===== src/rtl/vga_write_arbiter.sv =====
// Merges player and obstacle pixel-write streams into one frame-buffer write port.
// Player writes always win; obstacle writes queue in a FIFO and drain on idle cycles.
// While the player is in collision mode, obstacle pixels inside its rectangle are dropped.
module vga_write_arbiter #(
  parameter int nX            = 10,
  parameter int nY            = 9,
  parameter int COLOR_DEPTH   = 9,
  parameter int FIFO_DEPTH    = 16,
  parameter int LANE_WIDTH    = 80,
  parameter int LANE_START_X  = 120,
  parameter int PLAYER_WIDTH  = 60,
  parameter int PLAYER_HEIGHT = 60,
  parameter int PLAYER_Y_POS  = 360
) (
  input  logic                   Clock,
  input  logic                   Reset,
  input  logic [nX-1:0]          p_x,
  input  logic [nY-1:0]          p_y,
  input  logic [COLOR_DEPTH-1:0] p_color,
  input  logic                   p_write,
  input  logic                   p_erasing,
  input  logic                   p_collision_mode,
  input  logic [2:0]             player_lane,
  input  logic [nX-1:0]          o_x,
  input  logic [nY-1:0]          o_y,
  input  logic [COLOR_DEPTH-1:0] o_color,
  input  logic                   o_write,
  output logic                   o_ready,
  output logic [nX-1:0]          VGA_x,
  output logic [nY-1:0]          VGA_y,
  output logic [COLOR_DEPTH-1:0] VGA_color,
  output logic                   VGA_write,
  output logic [15:0]            drop_count,
  output logic                   overflow
);

  localparam int AW     = $clog2(FIFO_DEPTH);
  localparam int CW     = AW + 1;
  localparam int EW     = nX + nY + COLOR_DEPTH;
  localparam int XW     = nX + 2;
  localparam int YW     = nY + 2;
  localparam int PX_OFF = LANE_START_X + (LANE_WIDTH - PLAYER_WIDTH) / 2;

  // Saturating increment so the drop counter sticks at its maximum.
  function automatic logic [15:0] sat_inc16(input logic [15:0] v);
    return (v == 16'hFFFF) ? v : v + 16'd1;
  endfunction

  logic [EW-1:0]          mem_q [FIFO_DEPTH];
  logic [AW-1:0]          wr_ptr_q, wr_ptr_d, rd_ptr_q, rd_ptr_d;
  logic [CW-1:0]          count_q, count_d;
  logic [nX-1:0]          vga_x_q, vga_x_d;
  logic [nY-1:0]          vga_y_q, vga_y_d;
  logic [COLOR_DEPTH-1:0] vga_color_q, vga_color_d;
  logic                   vga_write_q, vga_write_d;
  logic [15:0]            drop_count_q, drop_count_d;
  logic                   overflow_q, overflow_d;

  logic [XW-1:0] px_lo, px_hi;
  logic          hit, shield, full, empty, push, pop;
  logic [EW-1:0] head;

  // Player rectangle bounds, computed wide enough that no lane value can wrap.
  always_comb begin
    px_lo  = XW'(PX_OFF) + XW'(player_lane) * XW'(LANE_WIDTH);
    px_hi  = px_lo + XW'(PLAYER_WIDTH - 1);
    hit    = ({2'b00, o_x} >= px_lo) && ({2'b00, o_x} <= px_hi) &&
             ({2'b00, o_y} >= YW'(PLAYER_Y_POS)) &&
             ({2'b00, o_y} <= YW'(PLAYER_Y_POS + PLAYER_HEIGHT - 1));
    shield = p_collision_mode && !p_erasing;
  end

  // FIFO control, shield filtering and merged output selection.
  always_comb begin
    full         = (count_q == CW'(FIFO_DEPTH));
    empty        = (count_q == '0);
    pop          = !p_write && !empty;
    push         = o_write && !full && !(shield && hit);
    head         = mem_q[rd_ptr_q];
    wr_ptr_d     = push ? wr_ptr_q + AW'(1) : wr_ptr_q;
    rd_ptr_d     = pop  ? rd_ptr_q + AW'(1) : rd_ptr_q;
    count_d      = count_q + CW'(push) - CW'(pop);
    overflow_d   = overflow_q || (o_write && full);
    drop_count_d = (o_write && !full && shield && hit) ? sat_inc16(drop_count_q) : drop_count_q;
    vga_x_d      = vga_x_q;
    vga_y_d      = vga_y_q;
    vga_color_d  = vga_color_q;
    vga_write_d  = 1'b0;
    if (p_write) begin
      vga_x_d     = p_x;
      vga_y_d     = p_y;
      vga_color_d = p_color;
      vga_write_d = 1'b1;
    end else if (pop) begin
      vga_x_d     = head[EW-1 -: nX];
      vga_y_d     = head[COLOR_DEPTH +: nY];
      vga_color_d = head[COLOR_DEPTH-1:0];
      vga_write_d = 1'b1;
    end
  end

  // State and output registers.
  always_ff @(posedge Clock) begin
    if (Reset) begin
      wr_ptr_q     <= '0;
      rd_ptr_q     <= '0;
      count_q      <= '0;
      vga_x_q      <= '0;
      vga_y_q      <= '0;
      vga_color_q  <= '0;
      vga_write_q  <= 1'b0;
      drop_count_q <= '0;
      overflow_q   <= 1'b0;
    end else begin
      wr_ptr_q     <= wr_ptr_d;
      rd_ptr_q     <= rd_ptr_d;
      count_q      <= count_d;
      vga_x_q      <= vga_x_d;
      vga_y_q      <= vga_y_d;
      vga_color_q  <= vga_color_d;
      vga_write_q  <= vga_write_d;
      drop_count_q <= drop_count_d;
      overflow_q   <= overflow_d;
    end
  end

  // FIFO storage; contents need no reset since the pointers gate every read.
  always_ff @(posedge Clock) begin
    if (push && !Reset) mem_q[wr_ptr_q] <= {o_x, o_y, o_color};
  end

  assign o_ready    = (count_q != CW'(FIFO_DEPTH));
  assign VGA_x      = vga_x_q;
  assign VGA_y      = vga_y_q;
  assign VGA_color  = vga_color_q;
  assign VGA_write  = vga_write_q;
  assign drop_count = drop_count_q;
  assign overflow   = overflow_q;

endmodule


===== config.mk =====
export PLATFORM = sky130hd
export DESIGN_NAME = vga_write_arbiter
export DESIGN_NICKNAME = d
export VERILOG_FILES = /design/src/rtl/vga_write_arbiter.sv
export SDC_FILE = /design/constraint.sdc
export NUM_CORES = 1
export LEC_CHECK = 0
export CAP_MARGIN = 10
export CORE_UTILIZATION = 25
export CTS_CLUSTER_DIAMETER = 30
export CTS_CLUSTER_SIZE = 28
export DETAILED_ROUTE_END_ITERATION = 6
export GPL_TIMING_DRIVEN = 0
export HOLD_SLACK_MARGIN = 0.15
export PLACE_DENSITY = 0.5
export SETUP_SLACK_MARGIN = 0.05
export SLEW_MARGIN = 20
export SYNTH_ARGS = -nofsm -noshare
export SYNTH_HDL_FRONTEND = slang
export SYNTH_SLANG_ARGS = --single-unit

===== constraint.sdc =====
create_clock -name Clock -period 7.6 [get_ports Clock]
set_clock_uncertainty 0.1 [all_clocks]
set_input_delay 1.9 -clock Clock [delete_from_list [all_inputs] [get_ports Clock]]
set_output_delay 1.9 -clock Clock [all_outputs]
set_load 0.05 [all_outputs]

==> results_dict.tcl, run 1 <==
set metrics [dict create \
    layout-drive-gt1-share_pct 30.2 \
    drc_errors 0 \
    final-instance-count-excl-fill 2541 \
    whs_ps 386 \
    hpwl_um 38400 \
    maxSlewViolCount 0 \
    syn_area_sq_mm 0.0203 \
    outcome "finished, final reports clean" \
    required_ps 8070 \
    synthArstFlopShare_pct 0 \
    core_sq_mm 0.0804 \
    worstMarginPinSlew_ps 1120 \
    die_area_sq_mm 0.0824 \
    gp_congestion 0.723 \
    via_count 11400 \
    crit_slowest_cell "fa_1" \
    firstDrtPassIters 5 \
    cp_max_fo 10 \
    hold_viol_final 0 \
    clk_pin_slew_ps 50 \
    detailedRoute.firstIterationViolations 849 \
    critPathKind "in2reg" \
    ctsHtreeMaxLevel 3 \
    place_inst 2338 \
    cts-root-buf "clkbuf_16" \
    post-place-ws_ps -223 \
    crit_buf_inv 5 \
    max_freq_mhz 139 \
    initial_utilization_pct 25.3 \
    synth_warnings 0 \
    rsz0062_at_grt "no" \
    cts_setup_buffers 0 \
    viasPerCell 4.50 \
    relSlewSlack_pct 25.5 \
    max_stage_delay_ps 530 \
    portBuffers 110 \
    startpoint_type "primary input" \
    diodes 0 \
    grt_overflow 0 \
    ant_nets 0 \
    grt_pass1_vias 12100 \
    fin_ws_ps 400 \
    synth-seq-area-share_pct 72.4 \
    total_power_mw 9.46 \
    holdBufCountCts 0 \
    critPathArrivalTime_ps 7670 \
    crit_chain "clkdlybuf4s50_1 > ha_1 > ha_1 > inv_1 > fa_1 > xor2_1 > ha_1 > nand4b_1 > or3_1 > and3_1 > a211o_1 > buf_2 > nand2_1 > buf_2 > ha_1 > inv_1 > ha_1 > fa_1 > a21oi_1 > nor2_1 > or3_1 > a21oi_1" \
    grt_max_degree 20 \
    synth_edf_count 448 \
    clock_latency_ps 650 \
    cpMostUsedCell "ha_1" \
    io-pin-count 112 \
    clock_sinks 511 \
    routed_wirelength_um 54700 \
    period_share_pct 94.7 \
    cap_violations 0 \
    power_density_mw_per_mm2 349 \
    crit_path_end_kind "flop" \
    utilization_pct 33.7 \
    leakagePower_nw 8.85 \
    cts_tree "built" \
    cts_buffer_depth 3 \
    syn_area_per_cell_sq_um 18.7 \
    ys_types 45 \
    critPathTopFamily "adder cells" \
    die_x_um 287 \
    timing.final.crit_period_ps 7200 \
    grt_pass1_wl_um 80500 \
    syn2layout_area_growth_pct 33.4 \
    die_h_um 287 \
    antenna_found_initial 2 \
    setup_viol 0 \
    synthCells 1085 \
    cts-resized-gates 0 \
    fin_nets 1483 \
    ir_worst_vdd_v 0.000162 \
    min_path_type "reg2reg" \
    ys.flop_type "edfxtp_1" \
    numCtsBuffers 107 \
    ys_ff_latch 511 \
    syn-num-nets 1181 \
    num_rows 104 \
    wl_per_cell_um 21.5 \
    grt_use_total_pct 13.5 \
]
-- worst register-to-register path, delay by kind of cell, from the launching register on --
family                     cells  cell delay [ps]
AOI/OAI and AO/OA              2              300
adders and majority gates      4              980
buffers and inverters          3              490
DFF                            1              310
and+or+nand+nor                5             1320
-- cell type report --
| type | count | area, sq um |
|---|---|---|
| Sequential cell | 511 | 14700 |
| Clock buffer | 122 | 2840 |
| Inverter | 16 | 60.1 |
| Timing Repair Buffer | 193 | 1710 |
| Clock inverter | 81 | 816 |
| Fill cell | 7685 | 53300 |
| Multi-Input combinational cell | 497 | 5370 |
| Tap cell | 1060 | 1330 |
| Buffer | 61 | 258 |
-- routing by layer --
metal / up-vias / global-route usage, % / routed length (um)
met2: 345 / 21.6 / 26300
met5: - / 0 / 0
met3: 80 / 2.98 / 3130
li1: 5051 / - / -
met4: 0 / 4.61 / 1110
met1: 5959 / 17.9 / 24200
-- placed cells by master, fill, tap and decap left out, drive strengths merged, types with 13 or more instances in the layout --
master         synthesis  final
buf                   23    105
clkinv                 0     41
o31ai                 13     13
nor3                  14     14
ha                    29     29
clkinvlp               0     18
mux4                 140    140
nor2                  45     45
nand2                 70     70
clkdlybuf4s50          0    110
nand3                 14     14
clkbuf                38    161
a21oi                 82     82
edfxtp               448    448
dfxtp                 63     63
inv                   16     27
-- power by group --
group / internal, mW / total, mW / switching [mW]
combinational: 0.719 / 1.68 / 0.960
clock: 3.06 / 4.60 / 1.54
sequential: 3.14 / 3.18 / 0.0396
total: 6.92 / 9.46 / 2.54
-- through the flow --
| stage | setup TNS [ps] | instance area [sq um] |
|---|---|---|
| after global routing | 0 | 27100 |
| final | 0 | 27100 |
| after CTS | 0 | 27100 |
| after global placement | -1625960 | 22700 |
| after floorplan | -22660 | 20300 |
| after detailed placement | -223 | 23400 |
-- logic make-up (layout without fill, tap and decap cells) --
kind of cell,after synthesis,count (layout),synth area share [%]
flops,511,511,72.4
simple gates,195,195,4.61
mux,143,143,15.7
compound gates,118,118,3.28
buf+inv,77,473,1.55
fa+ha+maj,31,31,1.98
xor+xnor,10,10,0.431
-- final timing paths --
path	startpoint	endpoint	slack (ps)	cells past startpoint
worst max-delay path	player_lane[0]	count_q[4]	400	22
worst min-delay path	overflow	overflow	390	1
worst max register to register	count_q[3]	count_q[4]	4030	14
worst min register to register	overflow	overflow	390	1
-- cells in the mapped netlist, types with 2 or more instances --
library cell | n | area (sq um)
a21oi_1 | 82 | 410
a31o_2 | 2 | 17.5
and3_1 | 3 | 18.8
and4_1 | 2 | 17.5
buf_1 | 7 | 26.3
buf_2 | 15 | 75.1
clkbuf_1 | 38 | 143
dfxtp_1 | 63 | 1260
edfxtp_1 | 448 | 13500
fa_1 | 2 | 40.0
ha_1 | 29 | 363
inv_1 | 16 | 60.1
mux2_2 | 3 | 33.8
mux4_2 | 140 | 3150
nand2_1 | 70 | 263
nand2b_1 | 7 | 43.8
nand3_1 | 14 | 70.1
nand4_1 | 4 | 25.0
nand4b_1 | 3 | 26.3
nor2_1 | 45 | 169
nor2b_1 | 6 | 37.5
nor3_1 | 14 | 70.1
nor4_1 | 5 | 31.3
o211ai_1 | 4 | 30.0
o21ai_0 | 9 | 45.0
o31ai_1 | 13 | 97.6
or3_1 | 4 | 25.0
or4_1 | 12 | 90.1
xnor2_1 | 5 | 43.8
xor2_1 | 5 | 43.8
-- flip-flops by register name (all words and copies together), names as in the netlist, named ones only --
| register | flops |
|---|---|
| VGA_y | 9 |
| VGA_x | 10 |
| count_q | 5 |
| rd_ptr_q | 4 |
| overflow | 1 |
| VGA_color | 9 |
| VGA_write | 1 |
| wr_ptr_q | 4 |
| mem_q | 448 |
| drop_count | 16 |
No activity file was read; power rests on OpenSTA's default activity.
==> run 2: changes to the inputs <==
--- a/config.mk
+++ b/config.mk
@@ -6,13 +6,13 @@
 export NUM_CORES = 1
 export LEC_CHECK = 0
 export CAP_MARGIN = 10
-export CORE_UTILIZATION = 25
+export CORE_UTILIZATION = 54
 export CTS_CLUSTER_DIAMETER = 30
 export CTS_CLUSTER_SIZE = 28
 export DETAILED_ROUTE_END_ITERATION = 6
 export GPL_TIMING_DRIVEN = 0
 export HOLD_SLACK_MARGIN = 0.15
-export PLACE_DENSITY = 0.5
+export PLACE_DENSITY = 0.85
 export SETUP_SLACK_MARGIN = 0.05
 export SLEW_MARGIN = 20
 export SYNTH_ARGS = -nofsm -noshare
==> results_dict.tcl, run 2 (synthesis gave the netlist of run 1 again) <==
set metrics [dict create \
    period_share_pct 97.6 \
    layout_commonest_cell "edfxtp_1" \
    grt_use_total_pct 30.5 \
    initial_utilization_pct 55.2 \
    critPathArrivalTime_ps 7610 \
    final-instance-count-excl-fill 1894 \
    min_path_type "reg2reg" \
    fin_tns_setup_ps 0 \
    drc_errors 0 \
    clockPowerShare_pct 44.1 \
    ctsHtreeMaxLevel 3 \
    max_freq_mhz 135 \
    power_density_mw_per_mm2 342 \
    cts_tree "built" \
    grt_max_degree 20 \
    min-delay-start "overflow" \
    clk_pin_slew_ps 50 \
    io-pin-count 112 \
    cts_buffer_depth 3 \
    leakagePower_nw 8.42 \
    hold_end "overflow" \
    routed_wirelength_um 57200 \
    antenna_found_initial 1 \
    grt_pass1_vias 12900 \
    cap_violations 0 \
    top_register "mem_q" \
    layout_common_cells "edfxtp_1, mux4_2, clkdlybuf4s50_1, clkbuf_16, a21oi_1" \
    gp_congestion 0.832 \
    firstDrtPassIters 6 \
    hpwl_um 33900 \
    hold_viol_final 0 \
    switching_power_mw 2.51 \
    die_h_um 196 \
    viasPerCell 6.68 \
    outcome "finished, final reports clean" \
    cts-root-buf "clkbuf_16" \
    core_sq_mm 0.0368 \
    fin_ws_ps 179 \
    ff2ff_setup_slack_ps 4060 \
    required_ps 7790 \
    numCtsBuffers 86 \
    reg2reg_depth 10 \
    crit_path_end_kind "flop" \
    post-place-ws_ps -273 \
    r2r_end "mem_q[6][10]" \
    ant_nets 0 \
    portBuffers 110 \
    die_area_sq_mm 0.0384 \
    startpoint_type "primary input" \
    p_seq_share_pct 36.5 \
    place_inst 1731 \
    power.share.switching_pct 28.8 \
    whs_ps 384 \
    layout-drive-gt1-share_pct 28.2 \
    timing.final.crit_period_ps 7420 \
    worstMarginPinSlew_ps 1120 \
    largest_reg_flops 448 \
    via_count 12600 \
    critPathKind "in2reg" \
    grt_overflow 0 \
    cts-resized-gates 0 \
    holdPathStages 1 \
    utilization_pct 69.3 \
    rr_startpoint "count_q[2]" \
    clock_sinks 511 \
    maxSlewViolCount 0 \
    setup_viol 0 \
    holdBufCountCts 0 \
    rsz0062_at_grt "no" \
    clock_latency_ps 600 \
    cts_setup_buffers 0 \
    detailedRoute.firstIterationViolations 1870 \
    die_x_um 196 \
    fin_nets 1447 \
    wl_per_cell_um 30.2 \
    syn2layout_area_growth_pct 25.5 \
    combPwrFrac_pct 19.4 \
    fillers 2042 \
    internal_power_mw 6.22 \
    cp_max_fo 10 \
    ir_worst_vdd_v 0.000171 \
    relSlewSlack_pct 25.3 \
    grt_pass1_wl_um 83800 \
    num_rows 70 \
]
## run 2: changes by cell type in the layout (fill, tap and decap cells not counted), moves of 2 or more
cell        delta
buf_2          -5
buf_4         -11
bufinv_16      -5
clkbuf_1       -2
clkbuf_16     -23
clkbuf_8       -5
clkinv_1       -7
clkinv_2       -8
clkinvlp_4     -8
inv_6          +8
inv_8          +7
## run 2: final cells by class
| cell class | count | area (sq um) | share of cell area (%) |
|---|---|---|---|
| Sequential cell | 511 | 14700 | 57.7 |
| Multi-Input combinational cell | 497 | 5380 | 21.1 |
| Clock buffer | 92 | 2180 | 8.57 |
| Timing Repair Buffer | 178 | 1600 | 6.27 |
| Clock inverter | 70 | 713 | 2.80 |
| Tap cell | 468 | 586 | 2.30 |
| Buffer | 61 | 262 | 1.03 |
| Inverter | 16 | 60.1 | 0.236 |
| Antenna cell | 1 | 2.50 | 0.00981 |
## run 2: how the worst max path moves through the flow
| stage | slack (ps) | to | startpoint | cells after the start |
|---|---|---|---|---|
| after global routing | 80 | count_q[4] | player_lane[0] | 22 |
| after floorplan | -200 | mem_q[0][0] | player_lane[0] | 13 |
| after CTS | 100 | count_q[4] | player_lane[0] | 22 |
| after global placement | -3820 | mem_q[1][10] | player_lane[0] | 14 |
| after detailed placement | -270 | count_q[4] | player_lane[0] | 22 |
| final | 180 | mem_q[6][10] | player_lane[0] | 18 |
## run 2: worst max-delay path: stages
cell             delay (ps)
clkdlybuf4s50_1         530
ha_1                    270
ha_1                    420
inv_1                   120
fa_1                    540
xor2_1                  200
ha_1                    390
o211ai_1                120
o31ai_1                 340
a31o_2                  220
a211o_1                 300
clkbuf_4                290
nand2_2                 190
buf_4                   260
nor3_2                  650
buf_4                   360
buf_4                   240
buf_4                   240
## run 2: power by group through the flow
stage / clock [mW] / sequential, mW / combinational [mW]
final: 3.85 / 3.19 / 1.69
after global placement: 0 / 3.24 / 1.54
after detailed placement: 0 / 3.24 / 1.62
after CTS: 3.86 / 3.19 / 1.68
after floorplan: 0 / 3.34 / 1.01
after global routing: 3.99 / 3.19 / 1.78
## run 2: per-layer routing
layer | global-route usage, % | share of wire, %
met4 | 15.5 | 5.0
met2 | 50.3 | 50
met5 | 0 | 0
met3 | 6.60 | 11
met1 | 38.3 | 34
## run 2: stage by stage
stage	power, mW	cell area [sq um]
finish	8.73	25500
global route	8.96	25500
CTS	8.73	25500
detailed placement	4.85	22600
global placement	4.78	22000
floorplan	4.34	20300
==> run 3: changes to the inputs <==
--- a/config.mk
+++ b/config.mk
@@ -6,6 +6,7 @@
 export NUM_CORES = 1
 export LEC_CHECK = 0
 export CAP_MARGIN = 10
+export CORE_ASPECT_RATIO = 0.8
 export CORE_UTILIZATION = 54
 export CTS_CLUSTER_DIAMETER = 30
 export CTS_CLUSTER_SIZE = 28
@@ -13,6 +14,7 @@
 export GPL_TIMING_DRIVEN = 0
 export HOLD_SLACK_MARGIN = 0.15
 export PLACE_DENSITY = 0.85
+export REMOVE_ABC_BUFFERS = 1
 export SETUP_SLACK_MARGIN = 0.05
 export SLEW_MARGIN = 20
 export SYNTH_ARGS = -nofsm -noshare
==> results_dict.tcl, run 3 (synthesis gave the netlist of run 1 again) <==
set metrics [dict create \
    outcome "finished, final reports clean" \
    num_rows 63 \
    max_freq_mhz 137 \
    cts_tree "built" \
    die_area_sq_mm 0.0384 \
    layout_commonest_cell "edfxtp_1" \
    min_path_type "reg2reg" \
    firstDrtPassIters 6 \
    io-pin-count 112 \
    detailedRoute.firstIterationViolations 1166 \
    fin_nets 1399 \
    ir_worst_vdd_v 0.000306 \
    die_x_um 219 \
    top_register "mem_q" \
    min-delay-start "drop_count[4]" \
    clock_sinks 511 \
    rsz0062_at_grt "no" \
    worstMarginPinSlew_ps 1030 \
    timing.final.crit_period_ps 7320 \
    combPwrFrac_pct 19.0 \
    diodes 0 \
    die_h_um 175 \
    cts-root-buf "clkbuf_16" \
    grt_pass1_wl_um 74200 \
    numCtsBuffers 79 \
    clock_latency_ps 610 \
    cts_setup_buffers 0 \
    power_density_mw_per_mm2 332 \
    ant_nets 0 \
    grt_pass1_vias 12100 \
    largest_reg_flops 448 \
    clockPowerShare_pct 42.6 \
    clk_pin_slew_ps 60 \
    p_seq_share_pct 38.5 \
    maxSlewViolCount 0 \
    utilization_pct 68.2 \
    cts_buffer_depth 3 \
    core_sq_mm 0.0370 \
    antenna_found_initial 1 \
    layout_common_cells "edfxtp_1, mux4_2, clkdlybuf4s50_1, a21oi_1, clkbuf_16" \
    critPathKind "in2reg" \
    fin_ws_ps 284 \
    crit_path_end_kind "flop" \
    hold_end "drop_count[4]" \
    hold_viol_final 0 \
    internal_power_mw 6.06 \
    holdPathStages 2 \
    hpwl_um 30200 \
    power.share.switching_pct 27.8 \
    startpoint_type "primary input" \
    reg2reg_depth 13 \
    fin_tns_setup_ps 0 \
    period_share_pct 96.3 \
    initial_utilization_pct 54.8 \
    r2r_end "count_q[4]" \
    ff2ff_setup_slack_ps 4060 \
    grt_max_degree 50 \
    grt_use_total_pct 26.8 \
    gp_congestion 0.770 \
    via_count 11700 \
    critPathArrivalTime_ps 7720 \
    post-place-ws_ps -751 \
    rr_startpoint "count_q[3]" \
    setup_viol 0 \
    portBuffers 111 \
    drc_errors 0 \
    switching_power_mw 2.33 \
    syn2layout_area_growth_pct 24.4 \
    viasPerCell 6.32 \
    layout-drive-gt1-share_pct 29.1 \
    grt_overflow 0 \
    ctsHtreeMaxLevel 3 \
    relSlewSlack_pct 31.0 \
    holdBufCountCts 0 \
    routed_wirelength_um 50300 \
    required_ps 8010 \
    fillers 2208 \
    cap_violations 0 \
    total_power_mw 8.39 \
    leakagePower_nw 8.32 \
    wl_per_cell_um 27.1 \
    cp_max_fo 33 \
]
[run 3: cell count changes in the layout (fill, tap and decap cells not counted), moves of 4 or more]
cell	before	now
buf_16	0	4
buf_2	33	25
buf_4	39	51
clkbuf_16	86	81
dfxtp_1	63	59
buf_1	6	0
inv_6	18	22
buf_6	11	5
clkinvlp_4	10	5
buf_12	0	4
clkbuf_1	43	6
[run 3: how the worst max path moves through the flow]
stage,end,startpoint,cells after the start,slack [ps]
5_1_grt,count_q[4],player_lane[0],20,90
4_1_cts,count_q[4],player_lane[0],20,410
3_3_place_gp,mem_q[3][8],player_lane[0],13,-5010
3_5_place_dp,mem_q[2][5],player_lane[0],17,-750
6_report,count_q[4],player_lane[0],20,280
2_1_floorplan,mem_q[0][0],player_lane[0],12,-680
[run 3: power by group through the flow]
stage	clock, mW	sequential (mW)	combinational (mW)
4_1_cts	3.60	3.23	1.60
5_1_grt	3.72	3.24	1.70
2_1_floorplan	0	3.49	0.929
3_3_place_gp	0	3.46	1.44
3_5_place_dp	0	3.28	1.56
6_report	3.57	3.23	1.59
[run 3: final cells by class]
type,instances,area [sq um],share of cell area (%)
Tap cell,487,609,2.41
Timing Repair Buffer,198,1850,7.30
Sequential cell,511,14700,58.3
Multi-Input combinational cell,497,5390,21.3
Inverter,16,60.1,0.238
Clock buffer,88,2060,8.16
Clock inverter,59,587,2.32
[run 3: metal layers]
layer / global-route usage (%) / share of wire (%) / vias to the layer above
li1: - / - / 4871
met1: 33.8 / 37 / 5995
met2: 44.8 / 51 / 705
met3: 6.46 / 8.6 / 166
met4: 10.9 / 3.8 / 2
met5: 0 / 0.026 / -
[run 3: critical path, cell delays in order]
cell	delay [ps]
clkdlybuf4s50_1	530
ha_1	270
ha_1	390
inv_1	110
fa_1	540
xor2_1	200
ha_1	360
nand4b_1	120
or3_1	370
and3_1	210
a211o_2	520
nand2_2	500
ha_1	260
inv_1	50
ha_1	210
fa_1	430
a21oi_1	190
nor2_1	70
or3_1	350
a21oi_1	140
[run 3: stage by stage]
stage	hold WS (ps)	area, sq um	cells
finish	400	25300	1856
global route	421	25300	1856
CTS	400	25300	1856
detailed placement	382	22600	1709
global placement	365	21800	1622
floorplan	378	20100	1024
[run 3: repair_timing]
item,4_1_cts,5_1_grt
setup endpoints to repair,37,5
gates resized for setup,2,1
endpoints found under the hold margin,0,0
pin swaps,0,0
